<file path="config.mk">
export PLATFORM = sky130hd
export DESIGN_NAME = switch_conditioner
export DESIGN_NICKNAME = d
export VERILOG_FILES = /design/src/rtl/switch_conditioner.sv
export SDC_FILE = /design/constraint.sdc
export NUM_CORES = 1
export LEC_CHECK = 0
export CORE_MARGIN = 5
export CORE_UTILIZATION = 28
export DETAILED_ROUTE_END_ITERATION = 7
export DONT_BUFFER_PORTS = 1
export PLACE_DENSITY = 0.4
export SYNTH_ARGS = -nofsm -noshare
export SYNTH_HDL_FRONTEND = slang
export SYNTH_SLANG_ARGS = --single-unit
</file>
<file path="constraint.sdc">
create_clock -name clk -period 2.5 [get_ports clk]
set_clock_uncertainty 0.1 [all_clocks]
set_input_delay 0.5 -clock clk [delete_from_list [all_inputs] [get_ports clk]]
set_output_delay 0.5 -clock clk [all_outputs]
set_load 0.02 [all_outputs]
</file>
<file path="src/rtl/switch_conditioner.sv">
// Synchronizes and debounces 16 board switches plus a "next group" button,
// producing a debounced switch vector and a 2-bit group select code.
module switch_conditioner #(
    parameter int SAMPLE_DIV     = 100000,
    parameter int STABLE_SAMPLES = 4
) (
    input  logic        clk,
    input  logic        rst_n,
    input  logic [15:0] sw_raw,
    input  logic        btn_raw,
    output logic [15:0] switches,
    output logic [1:0]  mux,
    output logic        sw_changed,
    output logic        mux_changed
);

    localparam int NUM_IN = 17;
    localparam int HIST   = STABLE_SAMPLES - 1;
    localparam int CW     = (SAMPLE_DIV > 1) ? $clog2(SAMPLE_DIV) : 1;

    logic [NUM_IN-1:0] raw;
    logic [NUM_IN-1:0] sync_a;
    logic [NUM_IN-1:0] sync_b;
    logic [NUM_IN-1:0] hist [HIST];
    logic [NUM_IN-1:0] deb;
    logic [NUM_IN-1:0] deb_next;
    logic [NUM_IN-1:0] all_hi;
    logic [NUM_IN-1:0] all_lo;
    logic [CW-1:0]     tick_cnt;
    logic              tick;
    logic              btn_rise;

    // button rides along as bit 16 so it shares the switch debounce path
    assign raw = {btn_raw, sw_raw};

    always_ff @(posedge clk or negedge rst_n) begin
        if (!rst_n) begin
            sync_a <= '0;
            sync_b <= '0;
        end else begin
            sync_a <= raw;
            sync_b <= sync_a;
        end
    end

    assign tick = (tick_cnt == CW'(SAMPLE_DIV - 1));

    always_ff @(posedge clk or negedge rst_n) begin
        if (!rst_n) begin
            tick_cnt <= '0;
        end else if (tick) begin
            tick_cnt <= '0;
        end else begin
            tick_cnt <= tick_cnt + 1'b1;
        end
    end

    // hist[0] holds the most recent sample
    always_ff @(posedge clk or negedge rst_n) begin
        if (!rst_n) begin
            for (int k = 0; k < HIST; k++) begin
                hist[k] <= '0;
            end
        end else if (tick) begin
            hist[0] <= sync_b;
            for (int k = 1; k < HIST; k++) begin
                hist[k] <= hist[k-1];
            end
        end
    end

    always_comb begin
        all_hi = sync_b;
        all_lo = ~sync_b;
        for (int k = 0; k < HIST; k++) begin
            all_hi = all_hi & hist[k];
            all_lo = all_lo & ~hist[k];
        end
        deb_next = deb;
        if (tick) begin
            deb_next = (deb | all_hi) & ~all_lo;
        end
        btn_rise = deb_next[16] & ~deb[16];
    end

    always_ff @(posedge clk or negedge rst_n) begin
        if (!rst_n) begin
            deb         <= '0;
            mux         <= '0;
            sw_changed  <= 1'b0;
            mux_changed <= 1'b0;
        end else begin
            deb         <= deb_next;
            sw_changed  <= |(deb_next[15:0] ^ deb[15:0]);
            mux_changed <= btn_rise;
            if (btn_rise) begin
                mux <= mux + 2'd1;
            end
        end
    end

    assign switches = deb[15:0];

endmodule

</file>
==> impl_metrics.env, run 1 <==
export IMPL_synth_seq_cells=123
export IMPL_crit_chain="ha_1 > and4_1 > nand2_2 > buf_4 > nor4_1 > buf_4 > nand2_1 > xnor2_1"
export IMPL_first_iter_violations=166
export IMPL_cts_root_buffer="clkbuf_16"
export IMPL_worstPathArrival_ns=2.31
export IMPL_cts_tree="done"
export IMPL_cap_viol_max_count=0
export IMPL_path_class="flop to flop"
export IMPL_outcome="complete, but fails checks"
export IMPL_drc=0
export IMPL_ys_dominant_reg_cell="dfrtp_1"
export IMPL_tns_ns=0
export IMPL_track_usage=0.1156
export IMPL_fmax_mhz=473.1
export IMPL_rows=49
export IMPL_grt_overflow_total=0
export IMPL_antenna_left=0
export IMPL_maxSlewHeadroom=0.6613
export IMPL_crit_required_ns=2.69
export IMPL_grt_pass1_vias=3612
export IMPL_drt_vias_per_instance=4.560
export IMPL_clock_latency_ns=0.41
export IMPL_cts_inserted_buffers=17
export IMPL_reg2regPathDepth=8
export IMPL_critPathCaptureType="flop"
export IMPL_clockBufferDepth=2
export IMPL_diodes=0
export IMPL_postCtsHoldBufs=17
export IMPL_dpl_cell_count=713
export IMPL_period_share=0.8455
export IMPL_rsz0062_at_grt="no"
export IMPL_cp_common_cell="buf_4"
export IMPL_slowest_delay_ns=0.39
export IMPL_multiInputGateArea_um2=1717
export IMPL_regArea_um2=3078
export IMPL_core_um2=17840
export IMPL_ctsResizeCount=0
export IMPL_drive_gt1_frac=0.08068
export IMPL_synth_edf_count=0
export IMPL_htreeDepth=4
export IMPL_hpwl_um=6511
export IMPL_synth_area_per_cell_um2=9.904
export IMPL_synth_cells=508
export IMPL_io_pin_count=39
export IMPL_p_per_area_nw_per_um2=749.4
export IMPL_worst_hold_slack_ns=-0.3074
export IMPL_min_path_type="input pin to asynchronous set/reset pin"
export IMPL_r2r_end="mux[1]"
export IMPL_start_kind="flop"
export IMPL_n_fill_cell=1814
export IMPL_peakVddDrop_uv=465.0
export IMPL_p_leak_uw=0.002715
export IMPL_path_clk_slew_ns=0.06
export IMPL_async_reset_ff_frac=1.000
export IMPL_hold_viol_final=123
export IMPL_grt_pass1_wl_um=18530
export IMPL_die_x_um=144.0
export IMPL_initial_utilization=0.2820
export IMPL_wl_um=10570
export IMPL_path_max_fanout=9
export IMPL_dieArea_um2=20750
export IMPL_grt_start_max_net_pins=124
export IMPL_slowest_stage="nor4_1"
export IMPL_nNetsFinal=540
export IMPL_finalCriticalPeriod_ns=2.114
export IMPL_tightestPinTransition_ns=0.5081
export IMPL_io_buffers=0
export IMPL_die_y_um=144.0
export IMPL_violations="hold timing"
export IMPL_drt_first_pass_iters=4
export IMPL_area_growth_pct=18.53
export IMPL_fin_total_pwr_uw=4469
export IMPL_r2r_start="tick_cnt[0]"
export IMPL_synth_distinct_cells=37
export IMPL_clock_sinks=123
export IMPL_routedWlPerCell_um=13.87
export IMPL_post_cts_buffers=0
export IMPL_slew_viol_final=0
export IMPL_antenna_found_initial=0
export IMPL_yosysSeqAreaShare=0.6118
export IMPL_r2r_slack_ns=0.39
export IMPL_setup_violations=0
export IMPL_layout_cells_non_filler=762
export IMPL_syn_nets=528
export IMPL_synth_warnings=0
export IMPL_globalplace_congestion=0.7545
export IMPL_synth_area_um2=5031
export IMPL_vias=3475
## worst max-delay path, delay by kind of cell (launching register included)
| kind | cells | cell delay (ns) |
|---|---|---|
| flip-flops | 1 | 0.38 |
| AND/OR/NAND/NOR | 4 | 0.79 |
| buffers and inverters | 2 | 0.38 |
| XOR/XNOR | 1 | 0.13 |
| adder cells (fa/ha/maj) | 1 | 0.21 |
## Yosys cell counts, types with 4 or more instances
| cell type | count | area share |
|---|---|---|
| and3_1 | 4 | 0.0050 |
| buf_4 | 16 | 0.024 |
| clkbuf_1 | 10 | 0.0075 |
| dfrtp_1 | 123 | 0.61 |
| inv_1 | 16 | 0.012 |
| nand2_1 | 146 | 0.11 |
| nand3_1 | 29 | 0.029 |
| nand4_1 | 8 | 0.0099 |
| nor2_1 | 26 | 0.019 |
| nor3_1 | 35 | 0.035 |
| o21ai_0 | 18 | 0.018 |
| o2bb2ai_1 | 16 | 0.028 |
| or3_1 | 9 | 0.011 |
| xnor2_1 | 7 | 0.012 |
| xor2_1 | 10 | 0.017 |
## flip-flops by register name, summed over array words and instances (netlist names)
name,flops
sync_b,17
mux,2
tick_cnt,17
mux_changed,1
sw_changed,1
deb,17
hist,51
sync_a,17
## routing by layer
| layer | vias to the layer above | GRT usage | wire [um] |
|---|---|---|---|
| li1 | 1719 | - | - |
| met1 | 1679 | 0.1492 | 5061 |
| met2 | 60 | 0.1776 | 4767 |
| met3 | 17 | 0.04034 | 544 |
| met4 | 0 | 0.04757 | 198 |
| met5 | - | 0 | 0 |
## where the power goes
group	internal (uW)	total (uW)	leakage [uW]	switching [uW]
clock	1510	2400	0.000275	891
sequential	2020	2030	0.00163	8.87
combinational	20.1	35.5	0.000814	15.3
## cells by family (layout without fill, tap and decap cells)
family,Yosys count,in the layout,share of synthesized area
AO/OA/AOI/OAI,44,44,0.06267
AND/OR/NAND/NOR,275,275,0.2450
XOR/XNOR,17,17,0.02959
buffers and inverters,48,73,0.04850
adder cells (fa/ha/maj),1,1,0.002487
flip-flops,123,123,0.6118
## layout make-up
cell class,count,share of cell area
multi-input combinational,337,0.2879
clock inverter,11,0.01993
timing repair buffer,25,0.04071
sequential,123,0.5162
inverter,16,0.01007
clock buffer,21,0.07721
tap,229,0.04805
## per-stage QoR
stage	area, um2	hold slack (ns)	setup slack (ns)	utilization
final	5963	-0.3074	0.3862	0.3342
after floorplan	5031	0.1044	0.4518	-
after global placement	5214	0.1154	0.3848	0.2922
after CTS	5963	-0.3398	0.3938	0.3342
after detailed placement	5214	0.1129	0.3989	0.2922
after global routing	5963	-0.3491	0.3111	0.3342
## how the worst max path moves through the flow
stage	startpoint	to	cells after the start
after floorplan	tick_cnt[0]	deb[16]	7
after global routing	tick_cnt[0]	mux[1]	8
after CTS	tick_cnt[0]	mux[1]	8
after detailed placement	tick_cnt[0]	mux[1]	8
after global placement	tick_cnt[13]	mux[1]	7
final	tick_cnt[0]	mux[1]	8
## placed cells by master, fill, tap and decap left out, types with 4 or more instances in the layout
cell	Yosys	routed
nor2_1	26	25
and3_1	4	4
clkinvlp_4	0	4
dlygate4sd3_1	0	17
o21ai_0	18	18
buf_4	16	7
o2bb2ai_1	16	16
nand3_1	29	29
dfrtp_1	123	123
xor2_1	10	10
nor3_1	35	35
or3_1	9	9
clkinv_2	0	4
nand2_1	146	146
nand4_1	8	8
inv_1	16	16
clkbuf_16	0	17
xnor2_1	7	7
Power figures use the tool's default switching activity.
==> run 2, diff against run 1 <==
Settings changed: ABC_AREA from default to 1.
Clock period 2.5 ns to 2 ns, I/O delays scaled along.
==> run 2 against run 1 <==
Effect of this change: synthesized area increased by 8.1%; via count up 16%; non-clock buffer count grew 25; cell count grew 24%; first-iteration DRC count increased by 32%; global-route usage down 0.47 points; sequential share of layout area down 6.2 points; setup slack worse by 0.32 ns; critical path depth is 5 higher; final area up 14%; core utilization up 1.7 points; the flow still finishes with violations (hold timing); largest cell class unchanged.
==> impl_metrics.env, run 2 <==
export IMPL_path_class="flop to flop"
export IMPL_reg2regPathDepth=13
export IMPL_r2r_start="tick_cnt[0]"
export IMPL_synth_top_area_frac=0.5660
export IMPL_dieArea_um2=22310
export IMPL_violations="hold timing"
export IMPL_slew_viol_final=0
export IMPL_tightestPinTransition_ns=0.3575
export IMPL_cp_common_cell="nand2_1"
export IMPL_drt_vias_per_instance=4.297
export IMPL_path_max_fanout=7
export IMPL_setup_ws_ns=0.06655
export IMPL_period_share=0.9667
export IMPL_synth_warnings=0
export IMPL_top_register="hist"
export IMPL_maxSlewHeadroom=0.7617
export IMPL_cap_viol_max_count=0
export IMPL_crit_chain="ha_4 > nand2_4 > nor2_4 > nand3_4 > nor2_8 > buf_12 > buf_12 > nand3_1 > nand2_1 > nor2_2 > nand2_1 > nor2_1 > nand2_1"
export IMPL_async_reset_ff_frac=1.000
export IMPL_synth_edf_count=0
export IMPL_clockBufferDepth=2
export IMPL_worst_hold_slack_ns=-0.4218
export IMPL_io_pin_count=39
export IMPL_start_kind="flop"
export IMPL_pre_cts_slack_ns=0.02720
export IMPL_grt_pass1_wl_um=19360
export IMPL_synth_common_cells="153 x nand2_1, 123 x dfrtp_1, 88 x inv_1, 56 x nand3_1, 45 x o21ai_0"
export IMPL_outcome="complete, but fails checks"
export IMPL_slowest_stage="dfrtp_1"
export IMPL_p_per_area_nw_per_um2=857.2
export IMPL_cts_tree="done"
export IMPL_wl_um=12490
export IMPL_drt_first_pass_iters=5
export IMPL_synth_cells=629
export IMPL_clock_sinks=123
export IMPL_p_leak_uw=0.003308
export IMPL_critPathCaptureType="flop"
export IMPL_drive_gt1_frac=0.1226
export IMPL_hold_viol_final=123
export IMPL_cts_root_buffer="clkbuf_16"
export IMPL_drc=0
export IMPL_initial_utilization=0.2822
export IMPL_tns_ns=0
export IMPL_first_iter_violations=219
export IMPL_synth_most_common_cell="nand2_1"
export IMPL_diodes=0
export IMPL_layout_common_cells="151 x nand2_1, 123 x dfrtp_1, 88 x inv_1"
export IMPL_critPathCapture="sw_changed"
export IMPL_final_common_cell="nand2_1"
export IMPL_hpwl_um=7624
export IMPL_routedWlPerCell_um=13.26
export IMPL_core_um2=19270
export IMPL_die_x_um=149.4
export IMPL_clock_latency_ns=0.42
export IMPL_peakVddDrop_uv=529.4
export IMPL_grt_overflow_total=0
export IMPL_antenna_found_initial=0
export IMPL_synth_area_per_cell_um2=8.645
export IMPL_grt_pass1_vias=3846
export IMPL_nNetsFinal=684
export IMPL_slowest_delay_ns=0.40
export IMPL_globalplace_congestion=0.8154
export IMPL_syn_nets=649
export IMPL_synth_distinct_cells=28
export IMPL_postCtsHoldBufs=17
export IMPL_fin_total_pwr_uw=5805
export IMPL_n_fill_cell=1996
export IMPL_finalCriticalPeriod_ns=1.933
export IMPL_setup_violations=0
export IMPL_synth_area_leader_cell="dfrtp_1"
export IMPL_path_clk_slew_ns=0.06
export IMPL_track_usage=0.1110
export IMPL_crit_start="tick_cnt[0]"
export IMPL_synth_seq_cells=123
export IMPL_crit_required_ns=2.25
export IMPL_rsz0062_at_grt="yes"
export IMPL_cts_inserted_buffers=17
export IMPL_htreeDepth=4
export IMPL_synth_area_leaders="dfrtp_1 57%, nand2_1 11%, inv_1 6.1%, nand3_1 5.2%, o21ai_0 4.1%"
export IMPL_grt_start_max_net_pins=124
export IMPL_die_y_um=149.4
export IMPL_largest_register_ffs=51
export IMPL_r2r_slack_ns=0.07
export IMPL_antenna_left=0
export IMPL_io_buffers=0
export IMPL_min_path_type="input pin to asynchronous set/reset pin"
export IMPL_yosysSeqAreaShare=0.5660
export IMPL_rows=51
export IMPL_r2r_end="sw_changed"
export IMPL_area_growth_pct=24.55
export IMPL_worstPathArrival_ns=2.19
export IMPL_synth_area_um2=5438
export IMPL_fmax_mhz=517.2
export IMPL_ys_dominant_reg_cell="dfrtp_1"
export IMPL_vias=4048
-- run 2: cell count changes in the layout (fill, tap and decap cells not counted), moves of 9 or more --
cell       before  now
buf_4           7   21
inv_1          16   88
nand3_1        29   55
nor3_1         35   18
o21ai_0        18   45
o21ai_1         0   41
o2bb2ai_1      16    0
or3_1           9    0
-- run 2: layout make-up --
| type | instances | area (um2) | area share |
|---|---|---|---|
| clock inverter | 13 | 166.4 | 0.02457 |
| clock buffer | 19 | 452.9 | 0.06688 |
| multi-input combinational | 381 | 1813 | 0.2677 |
| tap | 265 | 331.6 | 0.04896 |
| timing repair buffer | 50 | 589.3 | 0.08701 |
| inverter | 91 | 341.6 | 0.05043 |
| sequential | 123 | 3078 | 0.4545 |
-- run 2: critical path, delay by kind of cell (launching register included) --
family	cells	cell delay, ns
adders and majority gates	1	0.16
buffers and inverters	2	0.25
DFF	1	0.40
and+or+nand+nor	10	0.97
-- run 2: repair_timing --
action / 4_1_cts / 5_1_grt
hold endpoints to repair: 140 / 123
setup endpoints to repair: 0 / 15
gates resized for setup: 0 / 11
setup buffers: 0 / 14
-- run 2: logic make-up (layout without fill, tap and decap cells) --
logic type	Yosys count	in the layout	synth area share
buf+inv	126	173	0.1109
fa+ha+maj	1	1	0.002301
xor+xnor	5	5	0.008053
compound gates	97	97	0.09089
simple gates	277	278	0.2218
flops	123	123	0.5660
-- run 2: how the worst min path moves through the flow --
stage                           end  slack (ns)  cells after the start
after global placement    sync_b[3]        0.01                      0
after floorplan              deb[0]       0.004                      0
after CTS                    deb[1]       -0.45                      0
after detailed placement  sync_b[3]        0.01                      0
after global routing         deb[1]       -0.45                      0
final                     sync_b[3]       -0.42                      0
-- run 2: power breakdown --
part	leakage (uW)	total, uW	switching (uW)	internal (uW)
Combinational	0.00139	48.7	20.2	28.5
Clock	0.000296	3220	1190	2030
Sequential	0.00163	2540	11.3	2520
-- run 2: layer usage --
| metal | wire (um) | track usage | up-vias |
|---|---|---|---|
| li1 | - | - | 2068 |
| met1 | 5812 | 0.1392 | 1899 |
| met2 | 5773 | 0.1710 | 69 |
| met3 | 727 | 0.04710 | 12 |
| met4 | 180 | 0.04073 | 0 |
| met5 | 0 | 0 | - |
-- run 2: metrics by stage --
stage,cells,instance area (um2),utilization
after floorplan,629,5438,-
after global placement,872,5655,0.2935
after detailed placement,872,5655,0.2935
after CTS,921,6445,0.3344
after global routing,942,6773,0.3514
final,942,6773,0.3514
